===== src/rtl/llc_req_driver_pkg.sv =====
// Shared types for the LLC request driver: FSM state encoding and the
// command record carried through the command queue.
package llc_req_driver_pkg;

  typedef enum logic [1:0] {
    IDLE  = 2'd0,
    ISSUE = 2'd1,
    WAIT  = 2'd2,
    RESP  = 2'd3
  } llc_drv_state_e;

  typedef struct packed {
    logic        wr;
    logic [31:0] addr;
    logic [7:0]  data;
  } llc_cmd_t;

endpackage


===== src/rtl/llc_req_driver_if.sv =====
// Command/response handshake bundle between a requester (CPU stub, trace
// player) and the LLC request driver.
//   cmd_*  : valid/ready command channel, requester -> driver
//   rsp_*  : valid/ready response channel, driver -> requester
// Modports: slave = driver side, master = requester side.
interface llc_req_driver_if;
  logic        cmd_valid;
  logic        cmd_ready;
  logic        cmd_wr;
  logic [31:0] cmd_addr;
  logic [7:0]  cmd_data;
  logic        rsp_valid;
  logic        rsp_ready;
  logic        rsp_wr;
  logic        rsp_hit;
  logic [7:0]  rsp_data;

  modport slave (
    input  cmd_valid, cmd_wr, cmd_addr, cmd_data, rsp_ready,
    output cmd_ready, rsp_valid, rsp_wr, rsp_hit, rsp_data
  );

  modport master (
    output cmd_valid, cmd_wr, cmd_addr, cmd_data, rsp_ready,
    input  cmd_ready, rsp_valid, rsp_wr, rsp_hit, rsp_data
  );
endinterface


===== src/rtl/llc_req_driver_cmd_fifo.sv =====
// Synchronous FIFO of llc_cmd_t records.
// Ports: clk, reset (sync, active-high), push/din, pop/dout (show-ahead head),
// full, empty. Push while full and pop while empty are ignored.
module llc_cmd_fifo
  import llc_req_driver_pkg::*;
#(
  parameter int DEPTH = 4
) (
  input  logic     clk,
  input  logic     reset,
  input  logic     push,
  input  llc_cmd_t din,
  input  logic     pop,
  output llc_cmd_t dout,
  output logic     full,
  output logic     empty
);
  localparam int AW = (DEPTH > 1) ? $clog2(DEPTH) : 1;

  llc_cmd_t          mem [DEPTH];
  logic [AW-1:0]     wptr, rptr;
  logic [AW:0]       count;
  logic              push_ok, pop_ok;

  assign full    = (count == (AW+1)'(DEPTH));
  assign empty   = (count == '0);
  assign push_ok = push & ~full;
  assign pop_ok  = pop & ~empty;
  assign dout    = mem[rptr];

  // Storage has no reset; only the pointers define validity.
  always_ff @(posedge clk) begin
    if (push_ok) mem[wptr] <= din;
  end

  // DEPTH is a power of two, so pointer overflow wraps modulo DEPTH.
  always_ff @(posedge clk) begin
    if (reset) begin
      wptr  <= '0;
      rptr  <= '0;
      count <= '0;
    end else begin
      if (push_ok) wptr <= wptr + 1'b1;
      if (pop_ok)  rptr <= rptr + 1'b1;
      case ({push_ok, pop_ok})
        2'b10:   count <= count + 1'b1;
        2'b01:   count <= count - 1'b1;
        default: count <= count;
      endcase
    end
  end
endmodule


===== src/rtl/llc_req_driver.sv =====
// Processor-side requester for the LLC. Queues byte read/write commands,
// issues them one at a time on the LLC's unhandshaked port, samples hit/data
// after LLC_LATENCY cycles and returns a response on a valid/ready channel.
// Ports:
//   clk, reset        : clock, synchronous active-high reset
//   bus (slave)       : cmd_* command channel in, rsp_* response channel out
//   llc_addr/wr/data_in -> LLC request; llc_hit/llc_data_out <- LLC result
//   busy              : queue non-empty or a command in flight
//   stats_clear       : zero all statistics counters (wins over increments)
//   stat_*            : saturating read/write/hit/miss counters
module llc_req_driver
  import llc_req_driver_pkg::*;
#(
  parameter int FIFO_DEPTH  = 4,
  parameter int LLC_LATENCY = 1,
  parameter int CNT_W       = 32
) (
  input  logic              clk,
  input  logic              reset,
  llc_req_driver_if.slave   bus,
  output logic [31:0]       llc_addr,
  output logic              llc_wr,
  output logic [7:0]        llc_data_in,
  input  logic              llc_hit,
  input  logic [7:0]        llc_data_out,
  output logic              busy,
  input  logic              stats_clear,
  output logic [CNT_W-1:0]  stat_reads,
  output logic [CNT_W-1:0]  stat_writes,
  output logic [CNT_W-1:0]  stat_hits,
  output logic [CNT_W-1:0]  stat_misses
);
  localparam int WCW = $clog2(LLC_LATENCY + 1);

  llc_drv_state_e   state, state_d;
  llc_cmd_t         work;
  llc_cmd_t         fifo_head;
  logic             fifo_full, fifo_empty;
  logic             push, pop, sample;
  logic             ready_q;
  logic [WCW-1:0]   wait_cnt;
  logic             rsp_wr_q, rsp_hit_q;
  logic [7:0]       rsp_data_q;
  llc_cmd_t         cmd_in;

  // ready_q keeps cmd_ready low while reset is held without a reset->output path.
  assign bus.cmd_ready = ready_q & ~fifo_full;
  assign push          = bus.cmd_valid & bus.cmd_ready;
  assign cmd_in        = '{wr: bus.cmd_wr, addr: bus.cmd_addr, data: bus.cmd_data};

  llc_cmd_fifo #(.DEPTH(FIFO_DEPTH)) u_fifo (
    .clk   (clk),
    .reset (reset),
    .push  (push),
    .din   (cmd_in),
    .pop   (pop),
    .dout  (fifo_head),
    .full  (fifo_full),
    .empty (fifo_empty)
  );

  // Address/data simply follow the working register, so they hold through
  // WAIT and keep their last value afterwards. Write strobe only in ISSUE.
  assign llc_addr    = work.addr;
  assign llc_data_in = work.data;
  assign llc_wr      = (state == ISSUE) & work.wr;

  assign bus.rsp_valid = (state == RESP);
  assign bus.rsp_wr    = rsp_wr_q;
  assign bus.rsp_hit   = rsp_hit_q;
  assign bus.rsp_data  = rsp_data_q;

  assign busy = (state != IDLE) | ~fifo_empty;

  always_comb begin
    state_d = state;
    pop     = 1'b0;
    sample  = 1'b0;
    case (state)
      IDLE: begin
        if (!fifo_empty) begin
          pop     = 1'b1;
          state_d = ISSUE;
        end
      end
      ISSUE: state_d = WAIT;
      WAIT: begin
        if (wait_cnt == WCW'(1)) begin
          sample  = 1'b1;
          state_d = RESP;
        end
      end
      RESP: begin
        if (bus.rsp_ready) state_d = IDLE;
      end
      default: state_d = IDLE;
    endcase
  end

  always_ff @(posedge clk) begin
    if (reset) begin
      state      <= IDLE;
      ready_q    <= 1'b0;
      work       <= '0;
      wait_cnt   <= '0;
      rsp_wr_q   <= 1'b0;
      rsp_hit_q  <= 1'b0;
      rsp_data_q <= '0;
    end else begin
      state   <= state_d;
      ready_q <= 1'b1;
      if (pop) work <= fifo_head;
      if (state == ISSUE)     wait_cnt <= WCW'(LLC_LATENCY);
      else if (state == WAIT) wait_cnt <= wait_cnt - 1'b1;
      if (sample) begin
        rsp_wr_q   <= work.wr;
        rsp_hit_q  <= llc_hit;
        rsp_data_q <= (!work.wr && llc_hit) ? llc_data_out : 8'h00;
      end
    end
  end

  // Statistics: one increment per sampled command, saturating at all-ones.
  always_ff @(posedge clk) begin
    if (reset || stats_clear) begin
      stat_reads  <= '0;
      stat_writes <= '0;
      stat_hits   <= '0;
      stat_misses <= '0;
    end else if (sample) begin
      if (!work.wr && !(&stat_reads))  stat_reads  <= stat_reads  + 1'b1;
      if (work.wr  && !(&stat_writes)) stat_writes <= stat_writes + 1'b1;
      if (llc_hit  && !(&stat_hits))   stat_hits   <= stat_hits   + 1'b1;
      if (!llc_hit && !(&stat_misses)) stat_misses <= stat_misses + 1'b1;
    end
  end
endmodule


===== src/flat_wrapper.sv =====
// flat-port wrapper written by rule: the top's interface ports become plain ports
module llc_req_driver_flat import llc_req_driver_pkg::*;
#(
  parameter int FIFO_DEPTH  = 4,
  parameter int LLC_LATENCY = 1,
  parameter int CNT_W       = 32
)
  (clk, reset, llc_addr, llc_wr, llc_data_in, llc_hit, llc_data_out, busy, stats_clear, stat_reads, stat_writes, stat_hits, stat_misses, bus_cmd_valid, bus_cmd_wr, bus_cmd_addr, bus_cmd_data, bus_rsp_ready, bus_cmd_ready, bus_rsp_valid, bus_rsp_wr, bus_rsp_hit, bus_rsp_data);
  llc_req_driver_if bus_i ();
  input  logic clk;
  input  logic reset;
  output logic [31:0] llc_addr;
  output logic llc_wr;
  output logic [7:0] llc_data_in;
  input  logic llc_hit;
  input  logic [7:0] llc_data_out;
  output logic busy;
  input  logic stats_clear;
  output logic [CNT_W-1:0] stat_reads;
  output logic [CNT_W-1:0] stat_writes;
  output logic [CNT_W-1:0] stat_hits;
  output logic [CNT_W-1:0] stat_misses;
  input wire logic [$bits(bus_i.cmd_valid)-1:0] bus_cmd_valid;
  input wire logic [$bits(bus_i.cmd_wr)-1:0] bus_cmd_wr;
  input wire logic [$bits(bus_i.cmd_addr)-1:0] bus_cmd_addr;
  input wire logic [$bits(bus_i.cmd_data)-1:0] bus_cmd_data;
  input wire logic [$bits(bus_i.rsp_ready)-1:0] bus_rsp_ready;
  output wire logic [$bits(bus_i.cmd_ready)-1:0] bus_cmd_ready;
  output wire logic [$bits(bus_i.rsp_valid)-1:0] bus_rsp_valid;
  output wire logic [$bits(bus_i.rsp_wr)-1:0] bus_rsp_wr;
  output wire logic [$bits(bus_i.rsp_hit)-1:0] bus_rsp_hit;
  output wire logic [$bits(bus_i.rsp_data)-1:0] bus_rsp_data;
  assign bus_i.cmd_valid = bus_cmd_valid;
  assign bus_i.cmd_wr = bus_cmd_wr;
  assign bus_i.cmd_addr = bus_cmd_addr;
  assign bus_i.cmd_data = bus_cmd_data;
  assign bus_i.rsp_ready = bus_rsp_ready;
  assign bus_cmd_ready = bus_i.cmd_ready;
  assign bus_rsp_valid = bus_i.rsp_valid;
  assign bus_rsp_wr = bus_i.rsp_wr;
  assign bus_rsp_hit = bus_i.rsp_hit;
  assign bus_rsp_data = bus_i.rsp_data;
  llc_req_driver #(.FIFO_DEPTH(FIFO_DEPTH), .LLC_LATENCY(LLC_LATENCY), .CNT_W(CNT_W)) u_core (.clk(clk), .reset(reset), .bus(bus_i), .llc_addr(llc_addr), .llc_wr(llc_wr), .llc_data_in(llc_data_in), .llc_hit(llc_hit), .llc_data_out(llc_data_out), .busy(busy), .stats_clear(stats_clear), .stat_reads(stat_reads), .stat_writes(stat_writes), .stat_hits(stat_hits), .stat_misses(stat_misses));
endmodule

===== config.mk =====
export PLATFORM = sky130hd
export DESIGN_NAME = llc_req_driver_flat
export DESIGN_NICKNAME = d
export VERILOG_FILES = /design/src/rtl/llc_req_driver_pkg.sv /design/src/rtl/llc_req_driver_if.sv /design/src/rtl/llc_req_driver_cmd_fifo.sv /design/src/rtl/llc_req_driver.sv /design/src/flat_wrapper.sv
export SDC_FILE = /design/constraint.sdc
export NUM_CORES = 1
export LEC_CHECK = 0
export BUFFER_PORTS_ARGS = -buffer_cell sky130_fd_sc_hd__buf_2
export CELL_PAD_IN_SITES_DETAIL_PLACEMENT = 0
export CELL_PAD_IN_SITES_GLOBAL_PLACEMENT = 1
export CORE_AREA = 2 2 187 189
export CTS_CLUSTER_SIZE = 24
export DETAILED_ROUTE_END_ITERATION = 8
export DIE_AREA = 0 0 189 191
export PLACE_DENSITY = 0.83
export SLEW_MARGIN = 20
export SYNTH_ARGS = -nofsm -noshare
export SYNTH_HDL_FRONTEND = slang
export SYNTH_SLANG_ARGS = --single-unit

===== constraint.sdc =====
create_clock -name clk -period 3.5 [get_ports clk]
set_input_delay 0.7 -clock clk [delete_from_list [all_inputs] [get_ports clk]]
set_output_delay 0.7 -clock clk [all_outputs]
set_load 0.005 [all_outputs]

### Yosys cells after proc, flatten, opt, wreduce, memory -nomap -nowiden

Memories as Yosys holds them, arrays and structs flattened. A register that Yosys moved wholly into a read port is not among the register bits.
Index checks and enable logic that the tools add are counted.

* register bits after elaboration: 149
* memory bits (writable): 164
* output and inout port bits: 182
* logic and storage cells: 81
* memories: 1

* add/subtract/negate cells: 9
* equality and inequality tests: 9
* muxes and demuxes: 15
* bitwise logic cells: 8
* reductions and logical operators: 26

Memories
* u_core.u_fifo.mem: depth 4, bits a word 41, rd ports 1, clocked after memory_dff 1, write ports 1, RTL line llc_req_driver_cmd_fifo.sv:20 `llc_cmd_t mem [DEPTH];`

Operators with widths (number)
* adder 32 x 1 -> 32 bit, second input constant: 4
* AND reduction 32 bit: 4
* two-way mux 1 bit: 9
* two-way mux 8 bit: 1
* one-hot mux 2 bit (4 select lines): 1
* AND reduction 2 bit: 4
* equality test 2 bit, second input constant: 3
* zero test 1 bit: 6
* two-way mux 2 bit: 3
* one-hot mux 3 bit (2 select lines): 1
* nonzero test 2 bit: 3
* bitwise AND 1 bit: 5
* logical AND 1 bit: 5
* adder 2 x 1 -> 2 bit, second input constant: 2
* equality test 2 x 1 -> 1 bit, second input constant: 2
* != test 2 bit, second input constant: 2
* adder 3 x 1 -> 3 bit, second input constant: 1
* equality test 3 bit, second input constant: 1
* zero test 3 bit: 1
* AND reduction 3 bit: 1
* subtractor 3 x 1 -> 3 bit, second input constant: 1
* zero test 2 bit: 1
* != test 2 x 1 -> 1 bit, second input constant: 1
* NOT 1 bit: 2
* 3 further kinds: 3

### Logic depth before layout (Yosys ltp)

Gate-level depths: netlist of run 1.

* word-level depth: 7
* depth in mapped cells: 11
* depth with buffers taken out: 9

### By module

Synthesis of run 1 repeated with hierarchy kept, for this count alone.

* cell total of the unflattened synthesis: 1348
* area, all modules: 15441.1 µm²

Modules (own cells, without submodules)
* llc_req_driver: instances 1, cells an instance 1079, area an instance 8986.1 µm², seq. area each 3663.5 µm²
* llc_cmd_fifo: instances 1, cells an instance 269, area an instance 6454.9 µm², seq. area each 5104.9 µm²

### Worst setup path before layout of run 1

Ideal clock, no wire load.

* path kind: reg2reg
* from: register u_core.u_fifo.count[0]
* to: register u_core.u_fifo.count[2]
* setup time: 0.070 ns
* arrival time: 2.409 ns
* path slack: 1.021 ns
* cell stages (with the launch flop): 11
* buffers on the path: 2
* clock period less this slack: 2.479 ns
* cell sequence: dfxtp_1 nor3_1 nand2b_1 clkbuf_1 inv_2 clkbuf_1 ha_1 fa_1 xnor2_1 or3_1 a21oi_1

RTL lines
* from (decl): RTL line llc_req_driver_cmd_fifo.sv:22 `logic [AW:0] count;`
* from (signal assigned): RTL line llc_req_driver_cmd_fifo.sv:46 `2'b10: count <= count + 1'b1;`
* from (signal assigned): RTL line llc_req_driver_cmd_fifo.sv:47 `2'b01: count <= count - 1'b1;`
* from (signal assigned): RTL line llc_req_driver_cmd_fifo.sv:48 `default: count <= count;`
* zero test 3 bit *: RTL line llc_req_driver_cmd_fifo.sv:26 `assign empty = (count == '0);`
* two-way mux 1 bit *: RTL line llc_req_driver.sv:81 `if (!fifo_empty) begin`
* two-way mux 1 bit *: RTL line llc_req_driver.sv:79 `case (state)`
* net u_core.pop: RTL line llc_req_driver.sv:39 `logic push, pop, sample;`
* bitwise AND 1 bit *: RTL line llc_req_driver_cmd_fifo.sv:28 `assign pop_ok = pop & ~empty;`
* equality test 2 x 1 -> 1 bit / equality test 2 bit (equally long branches): RTL line llc_req_driver_cmd_fifo.sv:45 `case ({push_ok, pop_ok})`
* one-hot mux 3 bit (2 select lines) / nonzero test 2 bit (equally long branches)

Mark *: on every way through the listed nets, which the timed path passes. The rest lies on a longest branch.
A chain may end at the register's enable or synchronous reset.

### Worst setup path after layout of run 1

* from: register u_core.u_fifo.count[0]
* to: register u_core.u_fifo.count[2]

* word-level cells in the longest chain between the ends: 7

Ends and longest elaborated chain
* equality test 3 bit: RTL line llc_req_driver_cmd_fifo.sv:25 `assign full = (count == (AW+1)'(DEPTH));`
* NOT 1 bit: RTL line llc_req_driver_cmd_fifo.sv:27, llc_req_driver.sv:47
* bitwise AND 1 bit: RTL line llc_req_driver.sv:47 `assign bus.cmd_ready = ready_q & ~fifo_full;`
* bitwise AND 1 bit: RTL line llc_req_driver.sv:48 `assign push = bus.cmd_valid & bus.cmd_ready;`
* bitwise AND 1 bit: RTL line llc_req_driver_cmd_fifo.sv:27 `assign push_ok = push & ~full;`
* equality test 2 x 1 -> 1 bit / equality test 2 bit (equally long branches): RTL line llc_req_driver_cmd_fifo.sv:45
* one-hot mux 3 bit (2 select lines) / nonzero test 2 bit (equally long branches)

Several ways; a longest one is shown, not always the timed one.

==> reports/metrics.yaml, run 1 <==
drt-initial-drc-count: 720
synth_area_per_cell_um2: 11.3
via_count: 11400
synthAdderAreaFrac: 0.0129
synth.distinct_cells: 65
hold_violations: 0
pin_count: 237
synth_edf_count: 164
setup_viol: 0
grt_usage: 0.200
grt_pass1_wl_um: 58300
seqPwrFrac: 0.443
max-vdd-ir-drop_uv: 581
synth_ff_type: "dfxtp_1"
cts.root.buffer_cell: "clkbuf_16"
final_max_slew_viol_count: 0
p_int_mw: 8.08
antenna_found_initial: 6
cts.sinks: 354
dieArea_mm2: 0.0361
synthCells: 1334
dp_cells: 1947
leakage_nw: 6.24
drive_above_1_share: 0.257
muxShareOfSynthArea: 0.0677
start_kind: "flop"
h-tree-depth: 2
worstMarginPinSlew_ns: 0.882
p_clk_frac: 0.387
path_class: "reg -> reg"
outcome: "completed"
cp_data_arrival_time_ns: 3.20
synth-seq-cells: 354
nNetsFinal: 1604
min_period_over_period: 0.783
setup-tns-final_ns: 0
instances_no_fill: 2023
hold_class: "in -> reg"
hold_slack_ns: 0.367
post_cts_buffers: 0
first_pass_iters: 7
synthXorXnorAreaFrac: 0.00985
yosysWarnings: 0
grt_max_degree: 66
synth_top_family_by_area: "simple AND/OR/NAND/NOR gates"
clock_latency_ns: 0.55
wl_per_cell_um: 18.2
area_delta_synth_final_pct: 18.4
cellPowerDensity_mw_per_mm2: 619
cts_made_buffers: 40
max_freq_mhz: 365
placementRows: 68
grt_pass1_vias: 10900
rsz0062_at_grt: "no"
p_switching_mw: 3.01
fin_util: 0.525
portBuffers: 236
dpl.hpwl_um: 24600
place_congestion: 0.802
switching_share: 0.272
postSynth.asyncResetShare: 0
drtAntennaViolNets: 0
power.total_mw: 11.1
num-fill-cells: 2958
cap_violations: 0
synth-compound-area-share: 0.109
combPwrFrac: 0.170
ys_seq_area_frac: 0.577
slew-limit-headroom: 0.412
die_w_um: 189
totalWireLength_um: 36800
synthesis.nets: 1404
yosysMostFrequentCell: "dfxtp_1"
critPathRequiredTime_ns: 3.96
synthTopCellsByArea: "edfxtp_1 33%, dfxtp_1 25%, mux4_2 6.1%, a21oi_1 4.5%, nand2_1 4.0%"
cts_tree: "built"
clock_skew_ns: 0.0202
vias_per_cell: 5.62
final.min_clock_period_ns: 2.74
grt.overflow.total: 0
core_mm2: 0.0341
yosysTopAreaCell: "edfxtp_1"
cts.path.max_buffers: 3
synth.top_cell.area_share: 0.326
synth.cell_area_mm2: 0.0151
holdBufCountCts: 0
drc: 0
clkTransAtPathRegs_ns: 0.06
synth_simple_gate_area_frac: 0.177
path_max_fanout: 6
fp.dieH_um: 191
cts_resized: 0
initial_core_util: 0.443
cp-end-kind: "flop"
synth_common_cells: "190 x dfxtp_1, 164 x edfxtp_1, 161 x nand2_1"
==> cell type report <==
class                      instances  area (µm²)  share of cell area
multi-input combinational        853        5720               0.320
sequential                       354        8730               0.488
timing repair buffer             266        1420              0.0792
antenna                            3        7.51            0.000419
inverter                          19        71.3             0.00398
tap                              455         569              0.0318
clock inverter                    14         235              0.0131
clock buffer                      59        1150              0.0643
==> stage by stage <==
| stage | worst slack, ns | instance area, µm² |
|---|---|---|
| floorplan | 1.02 | 15100 |
| CTS | 0.723 | 17900 |
| global placement | 0.843 | 16500 |
| global route | 0.475 | 17900 |
| detailed placement | 0.735 | 16500 |
| finish | 0.760 | 17900 |
==> logic make-up (layout without fill, tap and decap cells) <==
kind of cell | count (synthesis) | after routing
flip-flops | 354 | 354
AO/OA/AOI/OAI | 277 | 277
other | 0 | 3
adder cells (fa/ha/maj) | 15 | 15
buffers and inverters | 127 | 358
XOR/XNOR | 17 | 17
multiplexers | 51 | 51
AND/OR/NAND/NOR | 493 | 493
==> layer usage <==
| layer | vias to the layer above | share of wire | track usage |
|---|---|---|---|
| li1 | 5457 | - | - |
| met2 | 315 | 0.48 | 0.335 |
| met5 | - | 0.0010 | 0 |
| met1 | 5521 | 0.42 | 0.253 |
| met3 | 67 | 0.074 | 0.0520 |
| met4 | 6 | 0.027 | 0.0655 |
==> sequential cells by signal, summed over array words and instances, names as in the netlist <==
signal	cells
u_core.llc_addr	32
u_core.llc_data_in	8
u_core.work	1
u_core.stat_misses	32
u_core.u_fifo.wptr	2
u_core.bus.rsp_data	8
u_core.u_fifo.rptr	2
u_core.stat_reads	32
u_core.stat_writes	32
u_core.ready_q	1
u_core.stat_hits	32
u_core.bus.rsp_hit	1
u_core.u_fifo.mem	164
u_core.wait_cnt	1
u_core.bus.rsp_wr	1
u_core.state	2
u_core.u_fifo.count	3
==> power by group through the flow <==
stage | Combinational [mW] | Clock, mW | Sequential, mW
floorplan | 1.57 | 0 | 4.84
global placement | 1.88 | 0 | 4.98
detailed placement | 1.92 | 0 | 4.99
CTS | 1.94 | 4.40 | 4.92
global route | 2.10 | 4.56 | 4.96
finish | 1.89 | 4.29 | 4.91
==> cell usage in the layout, fill, tap and decap left out, types with 7 or more instances in the layout <==
master     netlist  final
or3_1           58     58
clkbuf_1        43     11
clkbuf_16        0     40
nand2_1        161    161
o31ai_1         47     47
mux4_2          41     41
a22oi_1          8      8
mux2i_1         10     10
xor2_1           7      7
nand4_1         42     42
a21oi_1        137    137
and2_1           7      7
dfxtp_1        190    188
nor2_1          52     51
nand3_1         41     41
or4_1           54     54
o211ai_1        11     11
buf_2           11    236
o21ai_0         50     50
and4_1          15     15
inv_1           18     18
nor4_1          17     17
clkbuf_8         2      8
nor3_1          10     10
ha_1            14     14
buf_4           41     29
xnor2_1         10     10
edfxtp_1       164    164
==> critical path, stage by stage, from the launching register on <==
cell      delay, ns
dfxtp_1        0.41
nor2_1         0.07
a21boi_0       0.51
and2_1         0.28
inv_1          0.09
ha_1           0.25
fa_1           0.45
xnor2_1        0.15
or3_1          0.31
a21oi_1        0.14
==> path summary, 6_finish.rpt <==
path	endpoint	start	depth (start not counted)	slack, ns
setup / recovery	u_core.u_fifo.count[2]$_SDFFE_PP0P_	u_core.u_fifo.count[0]$_SDFFE_PP0P_	9	0.76
hold / removal	u_core.u_fifo.mem[0][26]$_DFFE_PP_	bus_cmd_addr[18]	1	0.37
setup reg to reg	u_core.u_fifo.count[2]$_SDFFE_PP0P_	u_core.u_fifo.count[0]$_SDFFE_PP0P_	9	0.76
hold reg to reg	u_core.llc_addr[12]$_SDFFE_PP0P_	u_core.llc_addr[12]$_SDFFE_PP0P_	2	0.45
(Power assumes the default switching activity.)
==> inputs of run 2 (changes only) <==
--- a/config.mk
+++ b/config.mk
@@ -8,11 +8,11 @@
 export BUFFER_PORTS_ARGS = -buffer_cell sky130_fd_sc_hd__buf_2
 export CELL_PAD_IN_SITES_DETAIL_PLACEMENT = 0
 export CELL_PAD_IN_SITES_GLOBAL_PLACEMENT = 1
-export CORE_AREA = 2 2 187 189
+export CORE_AREA = 2 2 196 198
 export CTS_CLUSTER_SIZE = 24
 export DETAILED_ROUTE_END_ITERATION = 8
-export DIE_AREA = 0 0 189 191
-export PLACE_DENSITY = 0.83
+export DIE_AREA = 0 0 198 200
+export PLACE_DENSITY = 0.8
 export SLEW_MARGIN = 20
 export SYNTH_ARGS = -nofsm -noshare
 export SYNTH_HDL_FRONTEND = slang
==> constraint.sdc (replaced) <==
create_clock -name clk -period 2.2 [get_ports clk]
set_input_delay 0.44 -clock clk [delete_from_list [all_inputs] [get_ports clk]]
set_output_delay 0.44 -clock clk [all_outputs]
set_load 0.005 [all_outputs]
==> run 2 against run 1 <==
Net effect: design area increased by 5.7%; clock power rose by 63%; non-clock buffer count up 104; fmax is 30% higher; count of clock-buffer cells in the layout shrank 5; flip-flop and latch count stayed put; via count increased by 3.7%; wire length is 5.0% higher; register-to-register slack lost 0.67 ns; final cell count is 7.7% higher; power rose by 63%; highest routed layer unchanged; sequential share of layout area shrank 2.6 points.
==> reports/metrics.yaml, run 2 (same netlist as run 1, synthesis figures left out) <==
max-vdd-ir-drop_uv: 967
grt.overflow.total: 0
grt_pass1_wl_um: 60900
portBuffers: 236
r2r_slack_ns: 0.09
pin_count: 237
cp-end-kind: "flop"
area_delta_synth_final_pct: 25.2
place_congestion: 0.843
reg2regPathDepth: 6
leakage_nw: 6.80
grt_max_degree: 44
setup-tns-final_ns: 0
cts.sinks: 354
final_common_cell: "buf_2"
cap_violations: 0
cp_data_arrival_time_ns: 2.54
dieArea_mm2: 0.0396
grt_pass1_vias: 11500
clock_skew_ns: 0.00848
die_w_um: 198
cts.path.max_buffers: 3
outcome: "completed"
slew-limit-headroom: 0.627
largest_register: "u_core.u_fifo.mem"
wl_per_cell_um: 17.7
final.min_clock_period_ns: 2.11
clkTransAtPathRegs_ns: 0.06
rsz0062_at_grt: "yes"
vias_per_cell: 5.41
path_max_fanout: 9
h-tree-depth: 2
dpl.hpwl_um: 26600
power.total_mw: 18.1
antenna_found_initial: 6
hold_violations: 0
timing.rr.end: "u_core.stat_reads[6]$_SDFFE_PP0P_"
holdBufCountCts: 0
core_mm2: 0.0374
via_count: 11800
fp.dieH_um: 200
largest_register_ffs: 164
cts_tree: "built"
drt-initial-drc-count: 529
clock_latency_ns: 0.56
initial_core_util: 0.404
finalInstanceArea_mm2: 0.0189
nNetsFinal: 1707
first_pass_iters: 5
final_max_slew_viol_count: 0
cts.root.buffer_cell: "clkbuf_16"
min_period_over_period: 0.959
most-common-layout-cells: "237 x buf_2, 179 x dfxtp_1, 164 x edfxtp_1"
critPathRequiredTime_ns: 2.64
grt_usage: 0.194
num-fill-cells: 3323
cts_made_buffers: 39
setup_viol: 0
worstMarginPinSlew_ns: 0.559
instances_no_fill: 2179
r2r_start: "u_core.stat_reads[5]$_SDFFE_PP0P_"
antenna_cells: 0
placed_cell_area_mm2: 0.0174
placementRows: 71
hold_class: "in -> reg"
dp_cells: 2102
worstSetupEndpoint: "u_core.stat_reads[6]$_SDFFE_PP0P_"
path_class: "reg -> reg"
max_freq_mhz: 474
drc: 0
critPathLaunch: "u_core.stat_reads[5]$_SDFFE_PP0P_"
cellPowerDensity_mw_per_mm2: 956
start_kind: "flop"
totalWireLength_um: 38600
drtAntennaViolNets: 0
drive_above_1_share: 0.318
-- run 2: cell types whose count changed in the layout (fill, tap and decap cells not counted), sizes merged --
cell,delta
buf,+104
bufinv,+3
clkbuf,-5
clkinv,-3
diode,-3
inv,+4
-- run 2: cell type report --
| cell class | count | area, µm² | area share |
|---|---|---|---|
| timing repair buffer | 370 | 2300 | 0.122 |
| clock buffer | 54 | 1070 | 0.0566 |
| multi-input combinational | 853 | 5800 | 0.306 |
| sequential | 354 | 8740 | 0.462 |
| inverter | 19 | 73.8 | 0.00390 |
| clock inverter | 18 | 304 | 0.0161 |
| tap | 511 | 639 | 0.0338 |
-- run 2: worst max-delay path: stages (launching register included) --
cell	delay (ns)
dfxtp_2	0.34
nand4_1	0.27
or3_4	0.50
o31ai_4	0.47
buf_4	0.24
or3_1	0.11
a21oi_1	0.05
-- run 2: how the worst min path moves through the flow --
stage,start,endpoint,slack (ns),depth (start not counted)
final,bus_cmd_addr[3],u_core.u_fifo.mem[2][11]$_DFFE_PP_,0.09,1
after global routing,bus_cmd_addr[25],u_core.u_fifo.mem[2][33]$_DFFE_PP_,0.08,1
after CTS,bus_cmd_addr[2],u_core.u_fifo.mem[3][10]$_DFFE_PP_,0.07,1
after detailed placement,u_core.bus.rsp_wr$_SDFFE_PP0P_,u_core.bus.rsp_wr$_SDFFE_PP0P_,0.44,2
after global placement,u_core.llc_addr[18]$_SDFFE_PP0P_,u_core.llc_addr[18]$_SDFFE_PP0P_,0.44,2
after floorplan,u_core.llc_addr[0]$_SDFFE_PP0P_,u_core.llc_addr[0]$_SDFFE_PP0P_,0.44,2
-- run 2: per-stage QoR --
step	hold WS, ns	setup WS [ns]	util
global placement	0.439	-0.0961	0.466
CTS	0.0705	0.0178	0.504
global route	0.0843	-0.0242	0.506
floorplan	0.437	0.000791	-
finish	0.0915	0.0910	0.506
detailed placement	0.444	-0.0938	0.466
-- run 2: power breakdown --
| part | switching [mW] | internal (mW) | leakage (nW) |
|---|---|---|---|
| logic | 1.87 | 1.51 | 3.10 |
| clock network | 2.70 | 4.28 | 0.671 |
| registers | 0.332 | 7.41 | 3.03 |
| total | 4.90 | 13.2 | 6.80 |
-- run 2: routing by layer --
| layer | GRT usage | routed length, µm | part of all wire | up-vias |
|---|---|---|---|---|
| li1 | - | - | - | 5660 |
| met1 | 0.247 | 16800 | 0.44 | 5771 |
| met2 | 0.329 | 18500 | 0.48 | 285 |
| met3 | 0.0477 | 2480 | 0.064 | 58 |
| met4 | 0.0543 | 767 | 0.020 | 10 |
| met5 | 0 | 53 | 0.0014 | - |
-- run 2: repair_timing --
item,CTS,global route
resized for setup,3,20
hold endpoints to repair,0,0
gates cloned,0,2
buffers inserted,0,3
pin swaps,0,7
setup endpoints to repair,13,40
